`src/rtl/mem_arb_pkg.sv`:
```
// mem_arb_pkg
// Shared definitions for the memory arbiter slice: FSM state encoding,
// requester IDs, the full-word byte-enable constant and the default
// timeout / starvation limits used by mem_arb.
package mem_arb_pkg;

    typedef enum logic [1:0] {
        ST_IDLE = 2'd0,
        ST_BUSY = 2'd1,
        ST_RESP = 2'd2
    } state_t;

    localparam logic [1:0] RID_IF  = 2'd0;
    localparam logic [1:0] RID_DM  = 2'd1;
    localparam logic [1:0] RID_DBG = 2'd2;

    localparam logic [3:0] BE_WORD = 4'b1111;

    localparam int DEF_TIMEOUT_CYC = 16;
    localparam int DEF_STARVE_LIM  = 4;

endpackage

```
`src/rtl/arb_pick.sv`:
```
// arb_pick
// Combinational winner selection for the memory arbiter.
// Ports:
//   if_req, dm_req, dbg_req : current requests from the three masters
//   if_starve, dbg_starve   : loss counter of IF / DBG has reached its limit
//   rid                     : ID of the winning requester (RID_*)
//   valid                   : at least one request is present
module arb_pick
    import mem_arb_pkg::*;
(
    input  logic       if_req,
    input  logic       dm_req,
    input  logic       dbg_req,
    input  logic       if_starve,
    input  logic       dbg_starve,
    output logic [1:0] rid,
    output logic       valid
);

    // A starved port only overrides while it is actually requesting; IF is
    // checked first so it wins when both starved ports are present.
    always_comb begin
        valid = if_req | dm_req | dbg_req;
        rid   = RID_DM;
        if (if_req && if_starve) begin
            rid = RID_IF;
        end else if (dbg_req && dbg_starve) begin
            rid = RID_DBG;
        end else if (dm_req) begin
            rid = RID_DM;
        end else if (if_req) begin
            rid = RID_IF;
        end else if (dbg_req) begin
            rid = RID_DBG;
        end
    end

endmodule

```
`src/rtl/mem_arb.sv`:
```
// mem_arb
// Single-port memory arbiter/sequencer for the multicycle CPU. Shares one
// memory port between instruction fetch (IF), data load/store (DM) and the
// debug loader (DBG), running one transaction at a time:
//   IDLE -> (grant, register payload) -> BUSY -> (mem_rdy or timeout) -> RESP
// Ports:
//   clk, rst                     : clock, asynchronous active-high reset
//   if_req/if_addr/if_ack        : fetch port (read-only, full word)
//   dm_*  / dm_ack               : data port (load/store with byte enables)
//   dbg_* / dbg_ack              : debug port, same shape as dm_*
//   rdata, err                   : response data/status, valid with any ack
//   mem_req/we/be/addr/wdata     : memory request side, held until mem_rdy
//   mem_rdata, mem_rdy           : memory response side
module mem_arb
    import mem_arb_pkg::*;
#(
    parameter int AW          = 32,
    parameter int DW          = 32,
    parameter int TIMEOUT_CYC = DEF_TIMEOUT_CYC,
    parameter int STARVE_LIM  = DEF_STARVE_LIM
) (
    input  logic          clk,
    input  logic          rst,

    input  logic          if_req,
    input  logic [AW-1:0] if_addr,
    output logic          if_ack,

    input  logic          dm_req,
    input  logic          dm_we,
    input  logic [3:0]    dm_be,
    input  logic [AW-1:0] dm_addr,
    input  logic [DW-1:0] dm_wdata,
    output logic          dm_ack,

    input  logic          dbg_req,
    input  logic          dbg_we,
    input  logic [3:0]    dbg_be,
    input  logic [AW-1:0] dbg_addr,
    input  logic [DW-1:0] dbg_wdata,
    output logic          dbg_ack,

    output logic [DW-1:0] rdata,
    output logic          err,

    output logic          mem_req,
    output logic          mem_we,
    output logic [3:0]    mem_be,
    output logic [AW-1:0] mem_addr,
    output logic [DW-1:0] mem_wdata,
    input  logic [DW-1:0] mem_rdata,
    input  logic          mem_rdy
);

    // The timeout counter counts BUSY cycles already spent; reaching
    // TIMEOUT_CYC-1 on a cycle without mem_rdy means this is the last one.
    localparam logic [7:0] TO_LAST  = 8'(TIMEOUT_CYC - 1);
    localparam logic [3:0] STARVE_Q = 4'(STARVE_LIM);

    state_t        state_q, state_d;
    logic [1:0]    rid_q, rid_d;
    logic          mem_req_q, mem_req_d;
    logic          mem_we_q, mem_we_d;
    logic [3:0]    mem_be_q, mem_be_d;
    logic [AW-1:0] mem_addr_q, mem_addr_d;
    logic [DW-1:0] mem_wdata_q, mem_wdata_d;
    logic [DW-1:0] rdata_q, rdata_d;
    logic          err_q, err_d;
    logic [7:0]    tcnt_q, tcnt_d;
    logic [3:0]    if_cnt_q, if_cnt_d;
    logic [3:0]    dbg_cnt_q, dbg_cnt_d;

    logic [1:0]    pick_rid;
    logic          pick_valid;

    arb_pick u_pick (
        .if_req     (if_req),
        .dm_req     (dm_req),
        .dbg_req    (dbg_req),
        .if_starve  (if_cnt_q == STARVE_Q),
        .dbg_starve (dbg_cnt_q == STARVE_Q),
        .rid        (pick_rid),
        .valid      (pick_valid)
    );

    always_comb begin
        state_d     = state_q;
        rid_d       = rid_q;
        mem_req_d   = mem_req_q;
        mem_we_d    = mem_we_q;
        mem_be_d    = mem_be_q;
        mem_addr_d  = mem_addr_q;
        mem_wdata_d = mem_wdata_q;
        rdata_d     = rdata_q;
        err_d       = err_q;
        tcnt_d      = tcnt_q;
        if_cnt_d    = if_cnt_q;
        dbg_cnt_d   = dbg_cnt_q;

        case (state_q)
            ST_IDLE: begin
                if (pick_valid) begin
                    state_d   = ST_BUSY;
                    rid_d     = pick_rid;
                    mem_req_d = 1'b1;
                    tcnt_d    = '0;

                    case (pick_rid)
                        RID_IF: begin
                            mem_we_d    = 1'b0;
                            mem_be_d    = BE_WORD;
                            mem_addr_d  = if_addr;
                            mem_wdata_d = '0;
                        end
                        RID_DM: begin
                            mem_we_d    = dm_we;
                            mem_be_d    = dm_be;
                            mem_addr_d  = dm_addr;
                            mem_wdata_d = dm_wdata;
                        end
                        default: begin
                            mem_we_d    = dbg_we;
                            mem_be_d    = dbg_be;
                            mem_addr_d  = dbg_addr;
                            mem_wdata_d = dbg_wdata;
                        end
                    endcase

                    // Loss counters saturate at the limit so the starve flag
                    // stays asserted until the port is finally granted.
                    if (pick_rid == RID_IF) begin
                        if_cnt_d = '0;
                    end else if (if_req && (if_cnt_q != STARVE_Q)) begin
                        if_cnt_d = if_cnt_q + 4'd1;
                    end

                    if (pick_rid == RID_DBG) begin
                        dbg_cnt_d = '0;
                    end else if (dbg_req && (dbg_cnt_q != STARVE_Q)) begin
                        dbg_cnt_d = dbg_cnt_q + 4'd1;
                    end
                end
            end

            ST_BUSY: begin
                // mem_rdy is checked first so it beats a same-cycle timeout.
                if (mem_rdy) begin
                    state_d   = ST_RESP;
                    mem_req_d = 1'b0;
                    rdata_d   = mem_we_q ? '0 : mem_rdata;
                    err_d     = 1'b0;
                end else if (tcnt_q == TO_LAST) begin
                    state_d   = ST_RESP;
                    mem_req_d = 1'b0;
                    rdata_d   = '0;
                    err_d     = 1'b1;
                end else begin
                    tcnt_d = tcnt_q + 8'd1;
                end
            end

            ST_RESP: begin
                state_d = ST_IDLE;
            end

            default: begin
                state_d   = ST_IDLE;
                mem_req_d = 1'b0;
            end
        endcase
    end

    always_ff @(posedge clk or posedge rst) begin
        if (rst) begin
            state_q     <= ST_IDLE;
            rid_q       <= RID_IF;
            mem_req_q   <= 1'b0;
            mem_we_q    <= 1'b0;
            mem_be_q    <= '0;
            mem_addr_q  <= '0;
            mem_wdata_q <= '0;
            rdata_q     <= '0;
            err_q       <= 1'b0;
            tcnt_q      <= '0;
            if_cnt_q    <= '0;
            dbg_cnt_q   <= '0;
        end else begin
            state_q     <= state_d;
            rid_q       <= rid_d;
            mem_req_q   <= mem_req_d;
            mem_we_q    <= mem_we_d;
            mem_be_q    <= mem_be_d;
            mem_addr_q  <= mem_addr_d;
            mem_wdata_q <= mem_wdata_d;
            rdata_q     <= rdata_d;
            err_q       <= err_d;
            tcnt_q      <= tcnt_d;
            if_cnt_q    <= if_cnt_d;
            dbg_cnt_q   <= dbg_cnt_d;
        end
    end

    // Acks are decoded from the RESP state so exactly one fires per transaction.
    assign if_ack    = (state_q == ST_RESP) && (rid_q == RID_IF);
    assign dm_ack    = (state_q == ST_RESP) && (rid_q == RID_DM);
    assign dbg_ack   = (state_q == ST_RESP) && (rid_q == RID_DBG);

    assign rdata     = rdata_q;
    assign err       = err_q;
    assign mem_req   = mem_req_q;
    assign mem_we    = mem_we_q;
    assign mem_be    = mem_be_q;
    assign mem_addr  = mem_addr_q;
    assign mem_wdata = mem_wdata_q;

endmodule
```
`config.mk`:
```
export PLATFORM = sky130hd
export DESIGN_NAME = mem_arb
export DESIGN_NICKNAME = d
export VERILOG_FILES = /design/src/rtl/mem_arb_pkg.sv /design/src/rtl/arb_pick.sv /design/src/rtl/mem_arb.sv
export SDC_FILE = /design/constraint.sdc
export NUM_CORES = 1
export LEC_CHECK = 0
export BUFFER_PORTS_ARGS = -buffer_cell sky130_fd_sc_hd__buf_4
export CAP_MARGIN = 20
export CORE_AREA = 2 2 123 125
export CTS_BUF_LIST = sky130_fd_sc_hd__clkbuf_8
export DETAILED_ROUTE_END_ITERATION = 10
export DIE_AREA = 0 0 125 127
export GPL_ROUTABILITY_DRIVEN = 1
export GPL_TIMING_DRIVEN = 1
export PLACE_DENSITY_LB_ADDON = 0.05
export SYNTH_ARGS = -nofsm -noshare
export SYNTH_HDL_FRONTEND = slang
export SYNTH_SLANG_ARGS = --single-unit
export TNS_END_PERCENT = 100
```
`constraint.sdc`:
```
create_clock -name clk -period 8.3 [get_ports clk]
set_clock_uncertainty 0.2 [all_clocks]
set_input_delay 0.415 -clock clk [delete_from_list [all_inputs] [get_ports clk]]
set_output_delay 0.415 -clock clk [all_outputs]
set_load 0.02 [all_outputs]
```
==> metrics.txt <==
outcome=completed; period utilisation layout=between 30% and 40%; Hold WC Path Type=input pin to flop; combined area of all synthesized cells=roughly 0.0054 mm²; internal power component=1.85 mW; Bufs on Longest Clock Path=2; number of input and output port buffers inserted=around 310; total power per unit cell area=about 300 mW/mm²; final total power=roughly 3 mW; Worst-path clk slew=70 ps; number of nets in the layout=about 1200; timing-limited maximum frequency=approximately 300 MHz; proportion of power drawn by flip-flops and latches=34.5%; post-synthesis sequential element count=123; setup slack of the most critical reg-to-reg path=about 5000 ps; master cell of the clock root buffer=sky130_fd_sc_hd__clkbuf_8; portion of synthesized cell area occupied by the leading cell type=between 50% and 60%; DRC viols=0; post-synthesis instance total=~500; fraction of layout cells with a size suffix above 1=a little over a third; number of synthesized flops with an enable pin=0; Setup Buffers After CTS=0; nature of the critical path endpoint=flop; sw power=roughly 1.1 mW; via count normalized by instance count=~5.1; class of the most critical setup path=flop to flop; net count after synthesis=approximately 720; number of stages on the worst hold path=3; clock group share of total power=a little under a fifth; count of pins on the block boundary=between 300 and 400; die area=0.0159 mm²; die boundary width=approximately 130 µm; Worst Setup SP=dbg_cnt_q[0]; arrival time at the worst endpoint=3470 ps; height of the die=127 µm; Critical Path Fanout Max=40; HPWL reported at the end of detailed placement=14000 µm; synthesis-to-layout area growth=83.6%; pins over their slew limit=0; antenna fix cells=0; number of distinct library cells after synthesis=50; initial standard-cell utilization of the core=37.1%; detailed-route via count=~6000; clock tree from TritonCTS=yes; min Tclk post-route=about 3300 ps; maximum number of pins on one net before global-route repair=86; mean instance size in the synthesized netlist=10.5 µm²; Rel. slew slack=51.6%; GPL Wtd Cong=around 0.83; final setup violating endpoints=0; GRT Residual Overflow=0; Placed Instances=between 900 and 1000; worst setup slack before clock tree synthesis=roughly 5500 ps; sequential fraction of the synthesis area=between 50% and 60%; post-synth top area cell=sky130_fd_sc_hd__dfrtp_1; worst reg2reg path startpoint=dbg_cnt_q[0]; total CTS buffers=17; largest cells by area after synthesis=sky130_fd_sc_hd__dfrtp_1 57%, sky130_fd_sc_hd__nand2_1 10%, sky130_fd_sc_hd__a222oi_1 6.0%; most frequently used flop master after synthesis=sky130_fd_sc_hd__dfrtp_1; length of the first detailed-routing pass in iterations=6; Least-Margin Pin Slew=between 700 and 800 ps; Comb power frac=between 40 and 50%; Setup crit end=mem_wdata[5]; non-filler cells in the finished layout=between 1000 and 1500; most frequent cell after synthesis=sky130_fd_sc_hd__nand2_1; Sinks on Clock Net=between 100 and 150; required time of the critical path=approximately 8500 ps; proportion of register bits with asynchronous set or reset after synthesis=between 90% and 100%; number of nets with antenna violations after detailed routing=0; fraction of power spent switching nets=37.3%; cts repair resizes=0; Core Rows=44; number of design-rule violations left by the first detailed-router iteration=490; initial antenna violation count=0; number of buffers added to fix hold violations after cts=155; wire length of the first global-routing pass=between 30000 and 40000 µm; static power due to leakage=4.91 nW; unrepaired setup endpoints after global routing=no; setup_tns=0 ps; number of warnings issued by yosys=0; setup slack after layout=5010 ps; worst ir drop on vdd=~0.2 mV; H-tree depth reported by CTS=4; later-pin clock latency in the skew report=~440 ps; r2r worst-path depth=8; synth cell count leaders=148 x sky130_fd_sc_hd__nand2_1, 123 x sky130_fd_sc_hd__dfrtp_1, 33 x sky130_fd_sc_hd__a22oi_1; Critical Path Source Type=flop; Final Hold Violating Endpoints=0; core area=0.0144 mm²; final routed wire length divided by cell count=around 18 µm; Core Util, Final=roughly 68%; max_cap viols=0; via count of the first global-routing pass=about 6300; overall routing resource usage=between 20% and 30%; final WL=approximately 21000 µm; reg2reg end=mem_wdata[5]
-- cells in the final DEF (no fill, tap or decap), drive strengths merged, types with 2 or more instances in the layout --
| cell type | Yosys | layout |
|---|---|---|
| buf | 27 | 321 |
| dlygate4sd3 | 0 | 155 |
| nand2 | 148 | 148 |
| dfrtp | 123 | 123 |
| a22oi | 33 | 33 |
| a222oi | 32 | 32 |
| a22o | 32 | 32 |
| clkbuf | 6 | 22 |
| a21oi | 15 | 15 |
| inv | 13 | 14 |
| nor2 | 8 | 8 |
| o21ai | 7 | 7 |
| nand3 | 6 | 6 |
| ha | 5 | 5 |
| o22ai | 5 | 5 |
| or4 | 4 | 4 |
| nor3b | 4 | 4 |
| or3 | 3 | 3 |
| o211ai | 3 | 3 |
| bufinv | 0 | 3 |
| clkinv | 0 | 3 |
| a21o | 2 | 2 |
| nand3b | 2 | 2 |
| o31ai | 2 | 2 |
| xnor2 | 2 | 2 |
| nand4 | 2 | 2 |
| mux2i | 2 | 2 |
| nand2b | 2 | 2 |
| nor3 | 2 | 2 |
| and4b | 2 | 2 |
| or3b | 2 | 2 |
-- critical path, cell delays in order, from the launching register on --
cell and delay, ps:
sky130_fd_sc_hd__dfrtp_1 410, sky130_fd_sc_hd__inv_1 70, sky130_fd_sc_hd__ha_1 220, sky130_fd_sc_hd__and4b_1 230, sky130_fd_sc_hd__and4b_2 730, sky130_fd_sc_hd__buf_4 510, sky130_fd_sc_hd__a22oi_1 160, sky130_fd_sc_hd__dlygate4sd3_1 590
sky130_fd_sc_hd__nand2_1 70
-- sequential cells by signal (all words and copies together), names as in the netlist, 2 cells and up --
name	count
dbg_cnt_q	4
if_cnt_q	4
mem_addr	32
mem_be	4
mem_wdata	32
rdata	32
rid_q	2
state_q	2
tcnt_q	8
-- power groups by stage --
| stage | sequential [mW] | combinational (mW) | clock [mW] |
|---|---|---|---|
| detailed placement | 1.02 | 1.23 | 0 |
| global route | 1.05 | 1.47 | 0.597 |
| CTS | 1.02 | 1.37 | 0.573 |
| global placement | 1.02 | 1.21 | 0 |
| floorplan | 1.28 | 0.374 | 0 |
| finish | 1.02 | 1.38 | 0.560 |
-- metal layers --
layer	track usage, %	vias to the layer above	wire length [µm]
met5	0	-	0
met4	9.87	0	614
met3	7.54	42	1460
met2	45.8	242	10800
met1	28.4	2919	7830
li1	-	2794	-
-- logic make-up (layout without fill, tap and decap cells) --
logic type	count (synthesis)	count (layout)	share of synthesized area (%)
AND/OR/NAND/NOR	192	192	15.7
AO/OA/AOI/OAI	138	138	20.8
flip-flops	123	123	57.5
buffers and inverters	46	519	3.97
adder cells (fa/ha/maj)	5	5	1.17
XOR/XNOR	3	3	0.491
multiplexers	2	2	0.374
-- area by class of cell --
cell class                      count  area (µm²)
Multi-Input combinational cell    340        2070
Tap cell                          184         230
Timing Repair Buffer              476        3980
Clock inverter                      8         116
Fill cell                        1142        4590
Clock buffer                       22         303
Sequential cell                   123        3080
Inverter                           13        51.3
-- worst min path at each step --
stage / end / start
floorplan: tcnt_q[2] / tcnt_q[2]
global placement: mem_wdata[9] / mem_wdata[9]
detailed placement: mem_wdata[31] / mem_wdata[31]
CTS: mem_wdata[1] / dbg_wdata[1]
global route: mem_wdata[3] / dm_wdata[3]
finish: mem_wdata[1] / dbg_wdata[1]
-- through the flow --
| stage | cell area [µm²] | hold slack, ps |
|---|---|---|
| 6_report | 9830 | 20.7 |
| 3_3_place_gp | 7830 | 253 |
| 4_1_cts | 9800 | 0.623 |
| 5_1_grt | 9830 | 11.7 |
| 3_5_place_dp | 7830 | 257 |
| 2_1_floorplan | 5350 | 280 |
No activity file was read; power rests on OpenSTA's default activity.
